File: src/rtl/std_sdivmod_pipe.sv
// Multi-cycle signed divider: quotient (truncated toward zero) and remainder (sign of dividend)
// from one restoring radix-2 pass. Define SDIVMOD_DIV0_FLAG_EN to add the div_by_zero output.
module std_sdivmod_pipe #(
    parameter int width = 32
) (
    input  logic             clk,
    input  logic             reset,
    input  logic             go,
    input  logic [width-1:0] left,
    input  logic [width-1:0] right,
    output logic [width-1:0] out_quotient,
    output logic [width-1:0] out_remainder,
    output logic             done
`ifdef SDIVMOD_DIV0_FLAG_EN
    ,
    output logic             div_by_zero
`endif
);

    localparam int CW = (width > 2) ? $clog2(width) : 1;

    typedef enum logic [1:0] {IDLE, CALC, FIX, DONE} state_t;

    state_t           state, state_next;
    logic [width-1:0] dvd, dsr, quo, rem;
    logic [CW-1:0]    cnt;
    logic             sign_q, sign_r, div0;

    logic [width-1:0] left_mag, right_mag;
    logic [width:0]   rem_shift, rem_diff;
    logic             ge;

    // Magnitude of -2^(width-1) wraps to 2^(width-1), which is exactly right as unsigned.
    assign left_mag  = left[width-1]  ? -left  : left;
    assign right_mag = right[width-1] ? -right : right;

    // Partial remainder stays below |right| <= 2^(width-1), so the borrow bit of the
    // width+1-bit difference is a reliable "less than" indicator.
    assign rem_shift = {rem, dvd[width-1]};
    assign rem_diff  = rem_shift - {1'b0, dsr};
    assign ge        = ~rem_diff[width];

    assign done = (state == DONE);

    always_ff @(posedge clk) begin
        if (reset) state <= IDLE;
        else       state <= state_next;
    end

    // NOTE: every combinational output gets a default before the case so no latch is inferred.
    always_comb begin
        state_next = state;
        case (state)
            IDLE: if (go) state_next = (right == '0 || left == '0) ? FIX : CALC;
            CALC: if (!go) state_next = IDLE;
                  else if (cnt == '0) state_next = FIX;
            FIX:  state_next = go ? DONE : IDLE;
            DONE: state_next = IDLE;
            default: state_next = IDLE;
        endcase
    end

    // NOTE: only state and visible outputs are reset; the working registers are always
    // reloaded at start before they are read, so resetting them would buy nothing.
    always_ff @(posedge clk) begin
        if (reset) begin
            out_quotient  <= '0;
            out_remainder <= '0;
`ifdef SDIVMOD_DIV0_FLAG_EN
            div_by_zero   <= 1'b0;
`endif
        end else begin
            case (state)
                IDLE: if (go) begin
                    dvd    <= left_mag;
                    dsr    <= right_mag;
                    sign_q <= left[width-1] ^ right[width-1];
                    sign_r <= left[width-1];
                    cnt    <= CW'(width - 1);
                    div0   <= (right == '0);
                    if (right == '0) begin
                        quo <= '1;
                        rem <= left;
                    end else begin
                        quo <= '0;
                        rem <= '0;
                    end
                end
                CALC: begin
                    rem <= ge ? rem_diff[width-1:0] : rem_shift[width-1:0];
                    quo <= {quo[width-2:0], ge};
                    dvd <= {dvd[width-2:0], 1'b0};
                    cnt <= cnt - 1'b1;
                end
                FIX: if (go) begin
                    if (div0) begin
                        out_quotient  <= quo;
                        out_remainder <= rem;
                    end else begin
                        out_quotient  <= sign_q ? -quo : quo;
                        out_remainder <= sign_r ? -rem : rem;
                    end
`ifdef SDIVMOD_DIV0_FLAG_EN
                    div_by_zero <= div0;
`endif
                end
                default: ;
            endcase
        end
    end

endmodule

File: config.mk
export PLATFORM = sky130hd
export DESIGN_NAME = std_sdivmod_pipe
export DESIGN_NICKNAME = d
export VERILOG_FILES = /design/src/rtl/std_sdivmod_pipe.sv
export SDC_FILE = /design/constraint.sdc
export NUM_CORES = 1
export LEC_CHECK = 0
export CAP_MARGIN = 5
export CORE_AREA = 5 5 203 205
export CTS_CLUSTER_DIAMETER = 100
export DETAILED_ROUTE_END_ITERATION = 10
export DIE_AREA = 0 0 208 210
export PLACE_DENSITY_LB_ADDON = 0.05
export SLEW_MARGIN = 0
export SYNTH_ARGS = -nofsm -noshare
export SYNTH_HDL_FRONTEND = slang
export SYNTH_SLANG_ARGS = --single-unit
File: constraint.sdc
create_clock -name clk -period 8.4 [get_ports clk]
set_clock_uncertainty 0.05 [all_clocks]
set_input_delay 0.84 -clock clk [delete_from_list [all_inputs] [get_ports clk]]
set_output_delay 0.84 -clock clk [all_outputs]
set_load 0.1 [all_outputs]
==> summary.txt, run 1 <==
CTS
  • Clock tree from TritonCTS: built
  • Later-pin clock latency in the skew report: approximately 0.54 ns
  • Clock root buffer: clkbuf_16
  • Cts bufs inserted: 26
  • CTS HTree Levels: 1
  • Clk slew on worst S/H paths: ~0.05 ns
  • Setup Fix Bufs, Post-CTS: 0
  • Sink Count: just over 200
  • CTS resizes: 0
  • Max clock buf depth: 3
  • Hold Buf Count CTS: 0

Placement
  • # port buffers: around 130
  • DP HPWL: approximately 26000 µm
  • GPL Wtd Cong: around 0.84

Yosys
  • Largest family of logic cells by synthesized area: compound AO/OA/AOI/OAI gates
  • Area contributors post-synth: edfxtp_1, dfxtp_1, xor2_1
  • Top-area cell type share of the netlist area: 0.3427
  • Number of synthesized flops with an enable pin: approximately 140
  • Adder-cell share of the synthesized area: 0.04052
  • Seq/Total Area, Yosys: 0.4535
  • Synth Area in Simple Gates: 0.1458
  • Synth Net Count: between 1000 and 1500
  • Ys async rst share: 0
  • Post-synth top area cell: edfxtp_1
  • Mean Syn Cell Area: about 9.5 µm²
  • Synth Warn #: 0
  • Synthesized cell area: between 0.01 and 0.015 mm²
  • Flops & latches, synth: 202
  • Synth Area in Compound Gates: 0.1965
  • Yosys cell types: 56
  • Post-synthesis mux area share: 0.02268
  • Post-synthesis xor/xnor area fraction: 0.1036
  • Most used DFF post-synth: edfxtp_1
  • Synth Instances: around 1200

Setup path
  • Arrival time worst endpoint: 4.65 ns
  • Worst path most repeated cell: or4_1
  • CP Capture Type: flop
  • Crit Path Category: input port to flop
  • Worst-path fanout max: 53
  • Slowest stage delay, CP: roughly 0.94 ns
  • Crit path required time: 8.73 ns
  • R2R depth: 12
  • Slowest cell on crit path: and2_2
  • Critical-path cell list: clkdlybuf4s50_1 > or4_1 > or3_1 > or4_1 > or2_4 > nor4_4 > buf_4 > and2_2 > nand2_1 > o21ai_0
  • Startpoint types: input port

Power and ir drop
  • PD cells: about 180 mW/mm²
  • Peak VDD IR: between 100 and 150 µV
  • Design Power: 2.673 mW
  • Leak: 5.345 nW

Floorplan
  • Core area: around 0.04 mm²
  • I/O pins: between 100 and 150
  • DIE HEIGHT: roughly 210 µm
  • # rows: 73
  • Horiz. Die Dim: ~210 µm
  • Die ar.: between 0.04 and 0.05 mm²
  • Starting density of the core: 0.3034

Hold path
  • Hold path depth: 2
  • Min-delay worst type: flop to flop

GRT
  • First-pass GRT wire length: about 55000 µm
  • Antenna violations before repair: 0
  • GRT Total Usage: 0.1550
  • Vias in the first global route: 9374
  • Largest net degree at the start of global routing: 78
  • Remaining Overflow, GRT: 0

Timing
  • Slew margin rel.: 0.2494
  • Final Max Slew Viols: 0
  • # setup viols final: 0
  • Slew @ Worst Pin: 1.126 ns
  • Setup TNS: 0 ns
  • Fin crit period: approximately 4.3 ns
  • Final Cycle Share: 0.5139
  • Unrepaired setup endpoints after global routing: no
  • Final Hold Viols: 0
  • Fmax: about 230 MHz

Cells and area
  • Highest-count cells in the layout ignoring fill and taps: edfxtp_1, clkdlybuf4s50_1, nand2_1, o21ai_0, nor2_1
  • Commonest non-fill, non-tap cell in the layout: edfxtp_1
  • Fillers: approximately 4100
  • Antenna cells: 0
  • Layout area overhead: 22.73%
  • Layout net count: 1462
  • Fraction of layout cells with a size suffix above 1: 0.05011

Detailed routing
  • Starting DRC count in detailed routing: about 440
  • Routed via count: 9577
  • Pre-Repair DR Iteration Count: 7
  • Antenna viol nets, final: 0
  • Drc violations: 0
  • Routed vias/inst: 5.035
  • Avg WL per Cell: between 15 and 20 µm
  • WL final: 35300 µm

Job
  • MaxCap Viol Count: 0

Status
  • Result of the run: completed
## Yosys cell counts (12+ instances only)
master and number:
edfxtp_1 136, nand2_1 121, o21ai_0 115, nor2_1 101, xor2_1 71, xnor2_1 70, a21oi_1 66, dfxtp_1 66
clkbuf_1 50, a211oi_1 46, inv_1 46, a21o_1 43, ha_1 37, mux2i_1 27, nand3_1 26, o31ai_1 26
nand2b_1 17, o41ai_1 16, nor3_1 14, or3_1 14, or4_1 14, nor4_1 12
## logic make-up after synthesis
group                    Yosys count
AND/OR/NAND/NOR                  366
AO/OA/AOI/OAI                    365
flip-flops                       202
XOR/XNOR                         141
buffers and inverters            109
adder cells (fa/ha/maj)           38
multiplexers                      27
## sequential cells by signal, indices dropped and copies added (netlist names)
register       flops
out_quotient      32
sign_q             1
sign_r             1
out_remainder     32
quo               32
dvd               32
dsr               32
cnt                5
rem               32
div0               1
state              2
## cell type report
cell class	instances	area (µm²)	area share
multi-input cells	937	6096	0.4168
flip-flops and latches	202	5405	0.3695
repair buffers	144	1404	0.09598
clock buffers	44	873.3	0.05971
well taps	525	656.9	0.04491
inverters	46	172.7	0.01181
clock inverters	4	18.77	0.001283
## final timing paths
check	start	slack, ns	end
worst max register to register	dsr[0]	4.36	rem[23]
worst max-delay path	right[15]	4.08	rem[22]
worst min register to register	out_quotient[22]	0.40	out_quotient[22]
worst min-delay path	out_quotient[22]	0.40	out_quotient[22]
## per-layer routing
| metal | wire [µm] | track usage | vias to the layer above | part of all wire |
|---|---|---|---|---|
| li1 | - | - | 4813 | - |
| met1 | 17180 | 0.2147 | 4547 | 0.49 |
| met2 | 16070 | 0.2555 | 171 | 0.46 |
| met3 | 1208 | 0.02292 | 46 | 0.034 |
| met4 | 845 | 0.04190 | 0 | 0.024 |
| met5 | 0 | 0 | - | 0 |
## power by group
| group | switching (mW) | leakage [nW] | internal, mW |
|---|---|---|---|
| Sequential | 0.0411 | 1.83 | 1.11 |
| Combinational | 0.219 | 3.07 | 0.160 |
| Clock | 0.436 | 0.442 | 0.703 |
| Total | 0.696 | 5.35 | 1.98 |
## stage by stage
| stage | area, µm² | hold WS, ns | cells | utilization | setup slack (ns) |
|---|---|---|---|---|---|
| after global routing | 14630 | 0.4150 | 1902 | 0.3724 | 3.740 |
| after CTS | 14630 | 0.4054 | 1902 | 0.3724 | 4.053 |
| after floorplan | 11920 | 0.4463 | 1248 | - | 2.678 |
| final | 14630 | 0.4034 | 1902 | 0.3724 | 4.084 |
| after global placement | 13730 | 0.3977 | 1854 | 0.3497 | 3.584 |
| after detailed placement | 13730 | 0.3977 | 1854 | 0.3497 | 3.483 |
## worst max-delay path, delay by kind of cell
kind / cells / cell delay, ns
buffers and inverters: 2 / 0.73
AND/OR/NAND/NOR: 7 / 2.95
AO/OA/AOI/OAI: 1 / 0.11
Power figures use the tool's default switching activity.
==> run 2, diff against run 1 <==
clock period = 4.2 ns   (was 8.4 ns; I/O delays follow)
==> run 2 against run 1 <==
Net effect: global-route usage increased by 0.61 points; utilization increased by 0.47 points; non-clock buffer count increased by 15; critical path type is now flop to flop; largest cell class unchanged.
==> summary.txt, run 2 (synthesis results as in run 1) <==
Power and ir drop
  • Pint: 3.996 mW (was 1.977 mW)
  • Sequential power share: 0.424 (was 0.432)
  • Leak: 5.438 nW (was 5.345 nW)
  • Switching power: 1.430 mW (was 696.0 µW)
  • Design Power: 5.426 mW (was 2.673 mW)
  • Logic pwr share: 0.145 (was 0.142)
  • Sw frac: 0.2635 (was 0.2604)
  • Clock power frac: 0.431 (was 0.426)
  • Peak VDD IR: 248.0 µV (was 125.6 µV)
  • PD cells: 366.3 mW/mm² (was 182.8 mW/mm²)

GRT
  • Remaining Overflow, GRT: 0 (unchanged)
  • GRT Total Usage: 0.1611 (was 0.1550)
  • First-pass GRT wire length: 56440 µm (was 54580 µm)
  • Vias in the first global route: 9644 (was 9374)
  • Largest net degree at the start of global routing: 80 (was 78)
  • Antenna violations before repair: 0 (unchanged)

Floorplan
  • Starting density of the core: 0.3034 (unchanged)
  • Core area: 0.03928 mm² (unchanged)
  • # rows: 73 (unchanged)
  • Die ar.: 0.04368 mm² (unchanged)
  • I/O pins: 132 (unchanged)
  • DIE HEIGHT: 210 µm (unchanged)
  • Horiz. Die Dim: 208 µm (unchanged)

Setup path
  • Arrival time worst endpoint: 3.97 ns (was 4.65 ns)
  • Critical-path cell list: ha_1 > fa_1 > nand2b_1 > a21oi_1 > o211ai_1 > o21ai_0 > buf_4 > a211o_1 > o211ai_1 > a21oi_1 > mux2i_1 > a22o_1 (was clkdlybuf4s50_1 > or4_1 > or3_1 > or4_1 > or2_4 > nor4_4 > buf_4 > and2_2 > nand2_1 > o21ai_0)
  • Crit path required time: 4.45 ns (was 8.73 ns)
  • CP Capture Type: flop (unchanged)
  • Crit Path Category: flop to flop (was input port to flop)
  • Slowest stage delay, CP: 0.65 ns (was 0.94 ns)
  • Worst-path fanout max: 7 (was 53)
  • Startpoint types: flop (was input port)
  • Slowest cell on crit path: a21oi_1 (was and2_2)

Detailed routing
  • Antenna viol nets, final: 0 (unchanged)
  • Drc violations: 0 (unchanged)
  • WL final: 35920 µm (was 35300 µm)
  • Starting DRC count in detailed routing: 497 (was 444)
  • Routed vias/inst: 4.985 (was 5.035)
  • Routed via count: 9556 (was 9577)
  • Avg WL per Cell: 18.74 µm (was 18.56 µm)
  • Pre-Repair DR Iteration Count: 5 (was 7)

Timing
  • Slew margin rel.: 0.2726 (was 0.2494)
  • Final Cycle Share: 0.8860
  • Final Max Slew Viols: 0 (unchanged)
  • Fmax: ~270 MHz
  • Setup TNS: 0 ns (unchanged)
  • # setup viols final: 0 (unchanged)
  • Fin crit period: 3.721 ns
  • Slew @ Worst Pin: 1.088 ns (was 1.126 ns)
  • Hold WS: 0.1529 ns (was 0.4034 ns)
  • Setup slack after layout: 0.4790 ns (was 4.084 ns)
  • Final Hold Viols: 0 (unchanged)
  • Unrepaired setup endpoints after global routing: no (unchanged)

Placement
  • Pre-CTS WS: 0.3611 ns (was 3.483 ns)
  • GPL Wtd Cong: 0.8026 (was 0.8357)
  • Inst Count DP: 1869 (was 1854)
  • DP HPWL: 27050 µm (was 26320 µm)
  • DP Area: 0.01390 mm² (was 0.01373 mm²)
  • # port buffers: 131 (unchanged)

CTS
  • Max clock buf depth: 3 (unchanged)
  • Clk slew on worst S/H paths: 0.06 ns (was 0.05 ns)
  • Later-pin clock latency in the skew report: 0.55 ns (was 0.54 ns)
  • Clock root buffer: clkbuf_16 (unchanged)
  • Sink Count: 202 (unchanged)
  • CTS resizes: 0 (unchanged)
  • Hold Buf Count CTS: 0 (unchanged)
  • Clock tree from TritonCTS: built (unchanged)
  • Setup Fix Bufs, Post-CTS: 0 (unchanged)
  • Cts bufs inserted: 26 (unchanged)
  • CTS HTree Levels: 1 (unchanged)

Cells and area
  • Fraction of layout cells with a size suffix above 1: 0.06250 (was 0.05011)
  • Fin util: 0.3771 (was 0.3724)
  • Final Non-Filler Cells: 1917 (was 1902)
  • Layout area overhead: 24.28% (was 22.73%)
  • Layout net count: 1477 (was 1462)
  • Fillers: 4034 (was 4092)
  • Highest-count cells in the layout ignoring fill and taps: edfxtp_1, clkdlybuf4s50_1, nand2_1, o21ai_0, nor2_1 (unchanged)
  • Post-route cell area: 0.01481 mm² (was 0.01463 mm²)
  • Antenna cells: 0 (unchanged)
  • Commonest non-fill, non-tap cell in the layout: edfxtp_1 (unchanged)

Job
  • MaxCap Viol Count: 0 (unchanged)

Hold path
  • Min-delay worst type: input port to flop (was flop to flop)

Status
  • Result of the run: completed (unchanged)
run 2: changes by cell type in the layout (fill, tap and decap cells not counted), sizes merged:
cell,before,now
inv,46,48
bufinv,0,2
clkinvlp,0,1
clkbuf,44,39
buf,14,29
run 2: path summary, 6_finish.rpt:
path | from | to | cells after the start | slack, ns
hold / removal | reset | out_remainder[2] | 2 | 0.15
setup reg to reg | dsr[0] | rem[0] | 12 | 0.48
setup / recovery | dsr[0] | rem[0] | 12 | 0.48
hold reg to reg | out_quotient[28] | out_quotient[28] | 2 | 0.41
run 2: metal layers:
metal	wire length, µm	track usage	share of wire
met1	17280	0.2229	0.48
met2	16640	0.2677	0.46
met3	1361	0.02471	0.038
met4	636	0.03805	0.018
met5	0	0	0
run 2: critical path, delay by kind of cell, from the launching register on:
| family | cells | cell delay, ns |
|---|---|---|
| adder cells (fa/ha/maj) | 2 | 0.64 |
| AO/OA/AOI/OAI | 7 | 1.81 |
| multiplexers | 1 | 0.17 |
| flip-flops | 1 | 0.44 |
| buffers and inverters | 1 | 0.16 |
| AND/OR/NAND/NOR | 1 | 0.19 |
run 2: cell type report:
type | instances | area, µm² | share of cell area
multi-input cells | 937 | 6098 | 0.4117
flip-flops and latches | 202 | 5405 | 0.3649
repair buffers | 159 | 1567 | 0.1058
clock buffers | 39 | 792.0 | 0.05347
well taps | 525 | 656.9 | 0.04435
inverters | 46 | 172.7 | 0.01166
clock inverters | 9 | 120.1 | 0.008109
run 2: power groups by stage:
stage | clock, mW | sequential (mW) | combinational (mW)
after floorplan | 0 | 2.32 | 0.514
after global placement | 0 | 2.34 | 0.794
after detailed placement | 0 | 2.34 | 0.795
after CTS | 2.43 | 2.30 | 0.798
after global routing | 2.51 | 2.31 | 0.876
final | 2.34 | 2.30 | 0.786
==> run 3, diff against run 2 <==
SLEW_MARGIN = 25   (was 0)
==> run 3 against run 2 <==
Net effect: critical path depth did not move; register-to-register slack improved by 0.03 ns; combinational power about the same; clock power hardly changed; cell area about the same; critical endpoint unchanged; largest power group unchanged.
==> summary.txt, run 3 (synthesis results as in run 1) <==
Status
  • Result of the run: completed (unchanged)

CTS
  • CTS HTree Levels: 1 (unchanged)
  • Hold Buf Count CTS: 0 (unchanged)
  • Setup Fix Bufs, Post-CTS: 0 (unchanged)
  • Sink Count: 202 (unchanged)
  • Clk slew on worst S/H paths: 0.06 ns (about the same)
  • Cts bufs inserted: 26 (unchanged)
  • Max clock buf depth: 3 (unchanged)
  • Clock tree from TritonCTS: built (unchanged)
  • Clock root buffer: clkbuf_16 (unchanged)
  • Later-pin clock latency in the skew report: 0.55 ns (about the same)
  • CTS resizes: 0 (unchanged)

GRT
  • Vias in the first global route: 9644 (unchanged)
  • GRT Total Usage: 0.1611 (unchanged)
  • Largest net degree at the start of global routing: 80 (unchanged)
  • Antenna violations before repair: 0 (unchanged)
  • Remaining Overflow, GRT: 0 (unchanged)
  • First-pass GRT wire length: 56440 µm (unchanged)

Timing
  • Final Hold Viols: 0 (unchanged)
  • Setup slack after layout: 0.5052 ns (was 0.4790 ns)
  • Fin crit period: 3.695 ns (was 3.721 ns)
  • # setup viols final: 0 (unchanged)
  • Unrepaired setup endpoints after global routing: no (unchanged)
  • Hold WS: 0.1522 ns (was 0.1529 ns)
  • Slew margin rel.: 0.2911 (was 0.2726)
  • Final Max Slew Viols: 0 (unchanged)
  • Slew @ Worst Pin: 1.060 ns (was 1.088 ns)
  • Fmax: 270.7 MHz (was 268.7 MHz)
  • Setup TNS: 0 ns (unchanged)
  • Final Cycle Share: 0.8797 (was 0.8860)

Setup path
  • Worst-path fanout max: 7 (unchanged)
  • Arrival time worst endpoint: 3.94 ns (was 3.97 ns)
  • Crit path required time: 4.45 ns (about the same)
  • CP Capture Type: flop (unchanged)
  • R2R depth: 12 (unchanged)
  • Reg2reg start: dsr[0] (unchanged)
  • Crit. Startpoint: dsr[0] (unchanged)
  • Worst setup path end: rem[0] (unchanged)
  • Reg2Reg Capture Point: rem[0] (unchanged)
  • Worst reg-to-reg setup slack: 0.51 ns (was 0.48 ns)
  • Crit Path Category: flop to flop (unchanged)
  • Startpoint types: flop (unchanged)

Placement
  • DP HPWL: 27050 µm (unchanged)
  • Inst Count DP: 1869 (unchanged)
  • GPL Wtd Cong: 0.8026 (unchanged)
  • # port buffers: 131 (unchanged)
  • DP Area: 0.01390 mm² (unchanged)
  • Pre-CTS WS: 0.3611 ns (unchanged)

Detailed routing
  • Antenna viol nets, final: 0 (unchanged)
  • Avg WL per Cell: 18.72 µm (was 18.74 µm)
  • Pre-Repair DR Iteration Count: 5 (unchanged)
  • Routed vias/inst: 4.988 (was 4.985)
  • Starting DRC count in detailed routing: 479 (was 497)
  • Routed via count: 9567 (was 9556)
  • Drc violations: 0 (unchanged)
  • WL final: 35910 µm (was 35920 µm)

Cells and area
  • Fillers: 4033 (was 4034)
  • Post-route cell area: 0.01481 mm² (about the same)
  • Layout area overhead: 24.26% (was 24.28%)
  • Layout net count: 1477 (unchanged)
  • Fin util: 0.3771 (about the same)
  • Final Non-Filler Cells: 1918 (was 1917)
  • Fraction of layout cells with a size suffix above 1: 0.06322 (was 0.06250)
  • Register area: 0.005405 mm² (unchanged)
  • Commonest non-fill, non-tap cell in the layout: edfxtp_1 (unchanged)
  • Highest-count cells in the layout ignoring fill and taps: edfxtp_1, clkdlybuf4s50_1, nand2_1, o21ai_0, nor2_1 (unchanged)
  • Area occupied by multi-input gates: 0.006098 mm² (unchanged)

Power and ir drop
  • Peak VDD IR: 247.6 µV (was 248.0 µV)
  • Leak: 5.438 nW (about the same)
  • Design Power: 5.424 mW (was 5.426 mW)
  • PD cells: 366.2 mW/mm² (was 366.3 mW/mm²)

Floorplan
  • Horiz. Die Dim: 208 µm (unchanged)
  • # rows: 73 (unchanged)
  • Starting density of the core: 0.3034 (unchanged)
  • DIE HEIGHT: 210 µm (unchanged)
  • I/O pins: 132 (unchanged)
  • Die ar.: 0.04368 mm² (unchanged)
  • Core area: 0.03928 mm² (unchanged)

Hold path
  • Min-delay worst type: input port to flop (unchanged)

Job
  • MaxCap Viol Count: 0 (unchanged)
run 3: cell count changes in the layout (fill, tap and decap cells not counted), sizes merged:
cell | previous run | this run
buf | 29 | 30
clkdlybuf4s50 | 130 | 129
diode | 0 | 1
run 3: power breakdown:
group,internal [mW],switching (mW),leakage (nW)
clock,1.43,0.902,0.446
combinational,0.335,0.451,3.16
sequential,2.23,0.0757,1.83
total,4.00,1.43,5.44
run 3: worst min-delay path by stage:
stage / startpoint / to / slack [ns] / cells past startpoint
2_1_floorplan: dvd[9] / dvd[10] / 0.45 / 2
3_3_place_gp: out_quotient[20] / out_quotient[20] / 0.40 / 2
3_5_place_dp: out_quotient[22] / out_quotient[22] / 0.40 / 2
4_1_cts: reset / out_remainder[2] / 0.11 / 2
5_1_grt: reset / out_remainder[2] / 0.13 / 2
6_report: reset / out_remainder[2] / 0.15 / 2
run 3: layer usage:
metal,global-route usage,routed length [µm],vias up
met4,0.03805,636,0
met3,0.02471,1390,34
li1,-,-,4836
met5,0,0,-
met2,0.2677,16630,176
met1,0.2229,17250,4521
run 3: worst max-delay path, cell delays in order (launching register included):
cell,delay (ns)
edfxtp_1,0.44
ha_1,0.24
fa_1,0.40
nand2b_1,0.19
a21oi_1,0.26
o211ai_1,0.21
o21ai_0,0.19
buf_4,0.16
a211o_1,0.13
o211ai_1,0.11
a21oi_1,0.63
mux2i_1,0.17
a22o_1,0.26
run 3: final cells by class:
class,count,share of cell area
antenna,1,0.0001690
clock buffer,39,0.05348
clock inverter,9,0.008111
inverter,46,0.01166
multi-input combinational,937,0.4118
sequential,202,0.3650
tap,525,0.04436
timing repair buffer,159,0.1054
